**config.mk**
```make
export PLATFORM = sky130hd
export DESIGN_NAME = vga_scan_gen
export DESIGN_NICKNAME = d
export VERILOG_FILES = /design/src/rtl/hourglass_vga_pkg.sv /design/src/rtl/vga_scan_gen_pix_tick_div.sv /design/src/rtl/vga_scan_gen.sv
export SDC_FILE = /design/constraint.sdc
export NUM_CORES = 1
export LEC_CHECK = 0
export CAP_MARGIN = 20
export CORE_MARGIN = 2
export CORE_UTILIZATION = 49
export CTS_BUF_LIST = sky130_fd_sc_hd__clkbuf_8
export DETAILED_ROUTE_END_ITERATION = 6
export GPL_ROUTABILITY_DRIVEN = 0
export PLACE_DENSITY = 0.86
export REMOVE_ABC_BUFFERS = 1
export SLEW_MARGIN = 20
export SYNTH_ARGS = -nofsm -noshare
export SYNTH_HDL_FRONTEND = slang
export SYNTH_HIERARCHICAL = 1
export SYNTH_SLANG_ARGS = --single-unit
```
**constraint.sdc**
```tcl
create_clock -name clk -period 2 [get_ports clk]
set_input_delay 0.3 -clock clk [delete_from_list [all_inputs] [get_ports clk]]
set_output_delay 0.3 -clock clk [all_outputs]
set_load 0.02 [all_outputs]
```
**src/rtl/hourglass_vga_pkg.sv**
```systemverilog
// Shared raster timing constants for the hourglass display pipeline.
// The raster generator, ball stages and sand stage all take their default
// geometry and coordinate width from here so they agree on the screen size.
package hourglass_vga_pkg;

  // Coordinate width used by every stage that handles a column or row value.
  localparam int COORD_W = 11;

  typedef logic [COORD_W-1:0] coord_t;

  // Default 640x480 @ 60 Hz timing, in pixels (horizontal) and lines (vertical).
  localparam int DEF_H_VISIBLE = 640;
  localparam int DEF_H_FRONT   = 16;
  localparam int DEF_H_SYNC    = 96;
  localparam int DEF_H_BACK    = 48;
  localparam int DEF_V_VISIBLE = 480;
  localparam int DEF_V_FRONT   = 10;
  localparam int DEF_V_SYNC    = 2;
  localparam int DEF_V_BACK    = 33;

  localparam int DEF_H_TOTAL = DEF_H_VISIBLE + DEF_H_FRONT + DEF_H_SYNC + DEF_H_BACK;
  localparam int DEF_V_TOTAL = DEF_V_VISIBLE + DEF_V_FRONT + DEF_V_SYNC + DEF_V_BACK;

  // Inclusive sync windows for the default timing (656..751, 490..491).
  localparam int DEF_H_SYNC_START = DEF_H_VISIBLE + DEF_H_FRONT;
  localparam int DEF_H_SYNC_END   = DEF_H_SYNC_START + DEF_H_SYNC - 1;
  localparam int DEF_V_SYNC_START = DEF_V_VISIBLE + DEF_V_FRONT;
  localparam int DEF_V_SYNC_END   = DEF_V_SYNC_START + DEF_V_SYNC - 1;

  // Decoded per-position flags; levels here are "asserted" (1 = in window).
  typedef struct packed {
    logic video_on;
    logic hsync_act;
    logic vsync_act;
  } scan_flags_t;

  // True when v lies in the inclusive window [lo, hi].
  function automatic logic in_span(input coord_t v, input coord_t lo, input coord_t hi);
    return (v >= lo) && (v <= hi);
  endfunction

endpackage

```
**src/rtl/vga_scan_gen_pix_tick_div.sv**
```systemverilog
// Pixel-rate divider: produces a one-clock pix_tick strobe every CLK_DIV
// system clocks. The strobe is registered so downstream logic sees a clean
// enable that lines up with the clock edge that should advance the scan.
module pix_tick_div #(
  parameter int CLK_DIV = 2
) (
  input  logic clk,
  input  logic BTN_S,
  output logic pix_tick
);

  // A 1-bit counter is kept for CLK_DIV=1 so the counter never has zero width;
  // it simply sits at 0 and the strobe is high every cycle.
  localparam int DIV_W = (CLK_DIV > 1) ? $clog2(CLK_DIV) : 1;
  localparam logic [DIV_W-1:0] DIV_LAST = DIV_W'(CLK_DIV - 1);

  logic [DIV_W-1:0] div_cnt;

  // Free-running divider count and the registered strobe that follows its last state.
  always_ff @(posedge clk or posedge BTN_S) begin
    if (BTN_S) begin
      div_cnt  <= '0;
      pix_tick <= 1'b0;
    end else begin
      if (div_cnt == DIV_LAST) begin
        div_cnt <= '0;
      end else begin
        div_cnt <= div_cnt + DIV_W'(1);
      end
      pix_tick <= (div_cnt == DIV_LAST);
    end
  end

endmodule

```
**src/rtl/vga_scan_gen.sv**
```systemverilog
// Raster timing generator: first stage of the hourglass pixel pipeline.
// Scans H_TOTAL x V_TOTAL positions at the pixel rate, drives hsync/vsync to
// the monitor, presents the current position and video_on to the shape and
// colour stages, and emits one frame_tick per frame for the sand animation.
// All flags are decoded from the next position and registered on the same
// edge as the counters, so they always describe the position shown with them.
module vga_scan_gen
  import hourglass_vga_pkg::*;
#(
  parameter int   CLK_DIV   = 2,
  parameter int   H_VISIBLE = DEF_H_VISIBLE,
  parameter int   H_FRONT   = DEF_H_FRONT,
  parameter int   H_SYNC    = DEF_H_SYNC,
  parameter int   H_BACK    = DEF_H_BACK,
  parameter int   V_VISIBLE = DEF_V_VISIBLE,
  parameter int   V_FRONT   = DEF_V_FRONT,
  parameter int   V_SYNC    = DEF_V_SYNC,
  parameter int   V_BACK    = DEF_V_BACK,
  parameter logic SYNC_POL  = 1'b0
) (
  input  logic               clk,
  input  logic               BTN_S,
  output logic               pix_tick,
  output logic [COORD_W-1:0] visible_col,
  output logic [COORD_W-1:0] visible_row,
  output logic               video_on,
  output logic               hsync,
  output logic               vsync,
  output logic               frame_tick
);

  localparam int H_TOTAL = H_VISIBLE + H_FRONT + H_SYNC + H_BACK;
  localparam int V_TOTAL = V_VISIBLE + V_FRONT + V_SYNC + V_BACK;

  localparam coord_t H_LAST       = coord_t'(H_TOTAL - 1);
  localparam coord_t V_LAST       = coord_t'(V_TOTAL - 1);
  localparam coord_t H_VIS        = coord_t'(H_VISIBLE);
  localparam coord_t V_VIS        = coord_t'(V_VISIBLE);
  localparam coord_t H_SYNC_START = coord_t'(H_VISIBLE + H_FRONT);
  localparam coord_t H_SYNC_END   = coord_t'(H_VISIBLE + H_FRONT + H_SYNC - 1);
  localparam coord_t V_SYNC_START = coord_t'(V_VISIBLE + V_FRONT);
  localparam coord_t V_SYNC_END   = coord_t'(V_VISIBLE + V_FRONT + V_SYNC - 1);

  // Reject geometries that cannot be counted in the coordinate width.
  if (CLK_DIV < 1) begin : g_bad_div
    $error("vga_scan_gen: CLK_DIV must be at least 1");
  end
  if ((H_TOTAL >= (1 << COORD_W)) || (V_TOTAL >= (1 << COORD_W))) begin : g_bad_total
    $error("vga_scan_gen: raster totals must fit in COORD_W bits");
  end

  // Position decode: visible area and the asserted state of both sync windows.
  function automatic scan_flags_t decode_pos(input coord_t col, input coord_t row);
    scan_flags_t f;
    f.video_on  = (col < H_VIS) && (row < V_VIS);
    f.hsync_act = in_span(col, H_SYNC_START, H_SYNC_END);
    f.vsync_act = in_span(row, V_SYNC_START, V_SYNC_END);
    return f;
  endfunction

  // Map an asserted/deasserted sync state onto the monitor's line level.
  function automatic logic sync_level(input logic active);
    return active ? SYNC_POL : ~SYNC_POL;
  endfunction

  coord_t      col_nxt;
  coord_t      row_nxt;
  logic        frame_wrap;
  scan_flags_t flags_nxt;

  pix_tick_div #(
    .CLK_DIV (CLK_DIV)
  ) u_pix_tick_div (
    .clk      (clk),
    .BTN_S    (BTN_S),
    .pix_tick (pix_tick)
  );

  // Next position: advance one pixel per pix_tick, wrapping column then row.
  always_comb begin
    col_nxt    = visible_col;
    row_nxt    = visible_row;
    frame_wrap = 1'b0;
    if (pix_tick) begin
      if (visible_col == H_LAST) begin
        col_nxt = '0;
        if (visible_row == V_LAST) begin
          row_nxt    = '0;
          frame_wrap = 1'b1;
        end else begin
          row_nxt = visible_row + coord_t'(1);
        end
      end else begin
        col_nxt = visible_col + coord_t'(1);
      end
    end
  end

  // Flags for the position that will be on the outputs after this edge.
  always_comb begin
    flags_nxt = decode_pos(col_nxt, row_nxt);
  end

  // Stage boundary: position counters.
  always_ff @(posedge clk or posedge BTN_S) begin
    if (BTN_S) begin
      visible_col <= '0;
      visible_row <= '0;
    end else begin
      visible_col <= col_nxt;
      visible_row <= row_nxt;
    end
  end

  // Stage boundary: registered flags, updated every edge so they track the counters.
  always_ff @(posedge clk or posedge BTN_S) begin
    if (BTN_S) begin
      video_on <= 1'b0;
      hsync    <= ~SYNC_POL;
      vsync    <= ~SYNC_POL;
    end else begin
      video_on <= flags_nxt.video_on;
      hsync    <= sync_level(flags_nxt.hsync_act);
      vsync    <= sync_level(flags_nxt.vsync_act);
    end
  end

  // Stage boundary: one-clock frame pulse, high while (0,0) is first shown.
  always_ff @(posedge clk or posedge BTN_S) begin
    if (BTN_S) begin
      frame_tick <= 1'b0;
    end else begin
      frame_tick <= frame_wrap;
    end
  end

endmodule
```
==> qor.yml, run 1 <==
power.leakage_nw: 1.019
drv_slew: 0
antenna_found_initial: 0
place_inst: 279
critical_path.cell_chain: "buf_4 > and2_2 > nor3_1 > a21o_1 > buf_4 > nor3_1 > or4_4 > a211o_1"
period_needed_ns: 2.069
vias: 1638
fin_util_pct: 76.45
syn2layout_area_growth_pct: 46.41
dp_hpwl_mm: 3.011
ioPinCount: 29
cts_made_buffers: 3
reg2reg_slack_ns: -0.07
synth_most_common_cell: "dfrtp_1"
worst_slack_ns: -0.06859
fin_nets: 249
finClkSkew_ns: 0.003694
final_cells: 287
antenna_left: 0
outcome: "finished with violations"
path_delay_family: "simple AND/OR/NAND/NOR gates"
core_um2: 3103
vias_per_cell: 5.707
die_width_um: 61.51
peakVddDrop_mv: 0.3041
power_density_nw_per_um2: 435.2
period_share_pct: 103.4
path_class: "reg2reg"
yosysWarningCount: 6
cpMaxStageDelayCell: "or4_4"
die_h_um: 61.51
grt_remaining_overflow: 0
rsz0062_at_grt: "true"
wirelength_mm: 4.444
drcViolationCount: 0
synth_top_cell_by_area: "dfrtp_1"
clkTransAtPathRegs_ns: 0.10
tns_ns: -0.08876
cp-start-kind: "flop"
first_pass_iters: 4
cp.arrival_ns: 2.28
final_layout_size_suffix_gt1_share_pct: 28.40
violations: "setup timing"
hold_viol_final: 0
synth-edff-count: 0
grtUsageTotal_pct: 24.80
syn_area_um2: 1620
root_buffer: "clkbuf_8"
holdWs_ns: 0.1854
p_total_mw: 1.032
start_util_pct: 52.22
synth_area_leaders: "dfrtp_1 (40%), nand2_1 (4.2%), xnor2_1 (3.8%)"
synth-main-ff-cell: "dfrtp_1"
synth_cell_types: 43
clkLatencyLatePin_ns: 0.28
syn_inst: 177
port_buffers: 28
hp-class: "in2async"
max_stage_delay_ns: 0.54
ys_ff_latch: 28
endpoint_kind: "flop"
slew-limit-headroom_pct: 76.15
ys_top_cells_by_count: "dfrtp_1 (26), nand2_1 (18), nor2_1 (11), o21ai_0 (11), nand3_1 (10)"
synth.top_cell.area_share_pct: 40.15
drt_iter0_drc: 97
antenna_cells: 0
post_drt_wl_per_cell_um: 15.48
cts_tree: "yes"
async_reset_ff_share_pct: 100.0
cp_num_buf_inv: 2
htree_levels: 1
cts.sinks: 28
clock_path_buffers: 2
crit_required_ns: 2.21
finalSetupViolCount: 2
fmax_ghz: 0.4834
syn_avg_cell_area_um2: 9.154
worst_pin_slew_ns: 0.3545
die_area_um2: 3783
maxCapViolCount: 0
grt_pass1_vias: 1517
rows: 20
ys_seq_area_share_pct: 43.40
grt_start_max_net_pins: 27
grt_pass1_wl_mm: 6.934
ctsHoldBuffers: 0
cp_max_fo: 5
power breakdown:
part / internal [mW] / switching (mW)
logic: 0.00330 / 0.0115
registers: 0.566 / 0
clock network: 0.268 / 0.183
repair_timing:
| action | in CTS | in global routing |
|---|---|---|
| setup endpoints to repair | 2 | 3 |
| pin swaps | 7 | 7 |
| hold endpoints to repair | 0 | 0 |
| gates cloned | 0 | 0 |
| resized for setup | 7 | 12 |
| buffers inserted | 1 | 3 |
worst register-to-register path: stages (launching register included):
cell and delay [ns]:
dfrtp_1 0.39, buf_4 0.15, and2_2 0.23, nor3_1 0.15
a21o_1 0.16, buf_4 0.10, nor3_1 0.05, or4_4 0.54
a211o_1 0.24
cell type report:
class	count	area [um^2]
Multi-Input combinational cell	133	913.4
Fill cell	210	730.7
Sequential cell	28	703.2
Timing Repair Buffer	70	599.3
Tap cell	44	55.05
Clock buffer	3	41.29
Clock inverter	1	30.03
Inverter	8	30.03
metal layers:
| metal | up-vias | track usage, % | wire, um |
|---|---|---|---|
| met1 | 790 | 33.51 | 1987 |
| li1 | 776 | - | - |
| met4 | 0 | 10.03 | 93 |
| met5 | - | 0 | 0 |
| met2 | 61 | 39.55 | 2116 |
| met3 | 11 | 4.202 | 247 |
cells by family (layout without fill, tap and decap cells):
kind of cell	count (synthesis)	after routing	share of synthesized area (%)
DFF	28	28	43.40
muxes	1	1	0.6178
xor gates and xnor gates	11	11	5.946
AOI/OAI and AO/OA	37	37	15.06
adders and majority gates	3	3	2.317
and+or+nand+nor	81	81	28.11
buffers and inverters	16	82	4.556
through the flow:
step           setup slack (ns)  cell area (um^2)
2_1_floorplan           -0.2937              1577
3_3_place_gp           -0.04037              2197
3_5_place_dp           -0.07240              2197
4_1_cts                -0.07633              2296
5_1_grt                 -0.1514              2372
6_report               -0.06859              2372
state kept, by name (all words and copies together) (netlist names):
signal,flops
visible_row,11
u_pix_tick_div/pix_tick,1
visible_col,11
hsync,1
u_pix_tick_div/div_cnt,1
vsync,1
video_on,1
frame_tick,1
worst paths after layout:
path,cells after the start,from,endpoint
min,2,BTN_S,u_pix_tick_div/div_cnt
min reg2reg,0,u_pix_tick_div/div_cnt,u_pix_tick_div/pix_tick
max,8,visible_row[1],vsync
min in group clk,0,u_pix_tick_div/div_cnt,u_pix_tick_div/pix_tick
max reg2reg,8,visible_row[1],vsync
max in group asynchronous,3,BTN_S,vsync
placed cells by master, fill, tap and decap left out, types with 3 or more instances in the layout:
master / instances
and3_1: 4
a21oi_1: 4
o31ai_1: 4
nor3_1: 6
inv_1: 8
xor2_1: 4
dfrtp_1: 26
clkbuf_8: 3
o22ai_1: 3
clkdlybuf4s50_1: 28
nand4_1: 5
nand2_1: 17
xnor2_1: 7
buf_4: 41
o21ai_0: 9
and2_1: 6
nor2_1: 10
a21o_1: 4
nand3_1: 9
Power figures use the tool's default switching activity.
==> run 2, diff against run 1 <==
--- a/config.mk
+++ b/config.mk
@@ -12,6 +12,7 @@
 export DETAILED_ROUTE_END_ITERATION = 6
 export GPL_ROUTABILITY_DRIVEN = 0
 export PLACE_DENSITY = 0.86
+export RECOVER_POWER = 50
 export REMOVE_ABC_BUFFERS = 1
 export SLEW_MARGIN = 20
 export SYNTH_ARGS = -nofsm -noshare
==> qor.yml, run 2 (synthesis results as in run 1) <==
outcome: "finished with violations"
violations: "setup timing"
layout_common_cells: "buf_4 (38), dfrtp_1 (26), clkdlybuf4s50_1 (25)"
wirelength_mm: 4.467
clkLatencyLatePin_ns: 0.28
met1_usage_pct: 33.51
crit_required_ns: 2.21
critPathCapture: "vsync"
syn2layout_area_growth_pct: 46.25
cp-start-kind: "flop"
met2_usage_pct: 39.55
die_h_um: 61.51
vias_per_cell: 5.763
hp-class: "in2async"
ioPinCount: 29
met3_usage_pct: 4.202
drt_iter0_drc: 105
grt_start_max_net_pins: 27
hold_viol_final: 0
endpoint_kind: "flop"
grt_pass1_vias: 1517
root_buffer: "clkbuf_8"
die_width_um: 61.51
rsz0062_at_grt: "true"
worst_slack_ns: -0.07312
core_um2: 3103
reg2reg_depth: 8
htree_levels: 1
cts.sinks: 28
fmax_ghz: 0.4824
cp.arrival_ns: 2.29
cp_max_fo: 5
clkTransAtPathRegs_ns: 0.10
critPathLaunch: "visible_row[1]"
slew-limit-headroom_pct: 55.99
reg_top3: "visible_col (11), visible_row (11)"
p_total_mw: 1.033
finClkSkew_ns: 0.003692
holdWs_ns: 0.3190
antenna_left: 0
postPlaceCellArea_um2: 2197
start_util_pct: 52.22
first_pass_iters: 5
dp_hpwl_mm: 3.011
cts_tree: "yes"
worst_pin_slew_ns: 0.6602
finalSetupViolCount: 2
busiest_layer: "met2"
mostFrequentLayoutCell: "buf_4"
vias: 1654
drcViolationCount: 0
fin_nets: 249
cts_made_buffers: 3
antenna_cells: 0
port_buffers: 28
rows: 20
antenna_found_initial: 0
timing.rr.start: "visible_row[1]"
reg2reg_slack_ns: -0.07
clock_path_buffers: 2
period_needed_ns: 2.073
timing.rr.end: "vsync"
fin_area_um2: 2370
grt_remaining_overflow: 0
power_density_nw_per_um2: 435.8
path_class: "reg2reg"
power.leakage_nw: 1.018
grtUsageTotal_pct: 24.80
peakVddDrop_mv: 0.3046
maxCapViolCount: 0
grt_pass1_wl_mm: 6.934
ctsHoldBuffers: 0
die_area_um2: 3783
post_drt_wl_per_cell_um: 15.56
period_share_pct: 103.7
drv_slew: 0
final_layout_size_suffix_gt1_share_pct: 28.40
## run 2: cell types whose count changed in the layout (fill, tap and decap cells not counted)
cell             delta
buf_4               -3
clkbuf_2            +1
clkbuf_4            +2
clkdlybuf4s50_1     -3
dlygate4sd3_1       +3
## run 2: layout make-up
cell class | count | area [um^2]
Fill cell | 211 | 733.2
Timing Repair Buffer | 70 | 596.8
Sequential cell | 28 | 703.2
Clock buffer | 3 | 41.29
Multi-Input combinational cell | 133 | 913.4
Inverter | 8 | 30.03
Clock inverter | 1 | 30.03
Tap cell | 44 | 55.05
## run 2: how the worst min path moves through the flow
stage,endpoint,slack (ns),depth (start not counted)
final,u_pix_tick_div/div_cnt,0.32,2
after global routing,u_pix_tick_div/div_cnt,0.33,2
after CTS,u_pix_tick_div/div_cnt,0.18,2
after detailed placement,u_pix_tick_div/pix_tick,0.37,0
after global placement,u_pix_tick_div/pix_tick,0.36,0
after floorplan,u_pix_tick_div/div_cnt,0.04,1
## run 2: power breakdown
group | internal (mW) | switching, mW | total [mW] | leakage (nW)
Combinational | 0.00223 | 0.0114 | 0.0136 | 0.617
Sequential | 0.566 | 0 | 0.566 | 0.365
Clock | 0.268 | 0.185 | 0.453 | 0.0357
Total | 0.836 | 0.196 | 1.03 | 1.02
## run 2: critical path, stage by stage, from the launching register on
cell and delay (ns):
dfrtp_1 0.39, buf_4 0.15, and2_2 0.23, nor3_1 0.15, a21o_1 0.16, buf_4 0.10
nor3_1 0.04, or4_4 0.54, a211o_1 0.24
## run 2: stage by stage
stage               util [%]  setup WS (ns)  setup TNS (ns)  instances
floorplan                  -        -0.2937         -0.5199        169
global placement       70.81       -0.04037        -0.04037        279
detailed placement     70.81       -0.07240        -0.07240        279
CTS                    73.99       -0.07633         -0.1032        284
global route           76.37        -0.1514         -0.2465        287
finish                 76.37       -0.07312        -0.09851        287
## run 2: timing repair
action,in CTS,in global routing
gates cloned,0,0
endpoints found under the setup margin,2,3
buffers inserted,1,3
gates resized for setup,7,12
pin swaps,7,7
## run 2: layer usage
| layer | part of all wire (%) | up-vias | wire (um) |
|---|---|---|---|
| li1 | - | 778 | - |
| met1 | 43 | 787 | 1938 |
| met2 | 47 | 78 | 2118 |
| met3 | 7.2 | 11 | 320 |
| met4 | 2.0 | 0 | 89 |
| met5 | 0 | - | 0 |
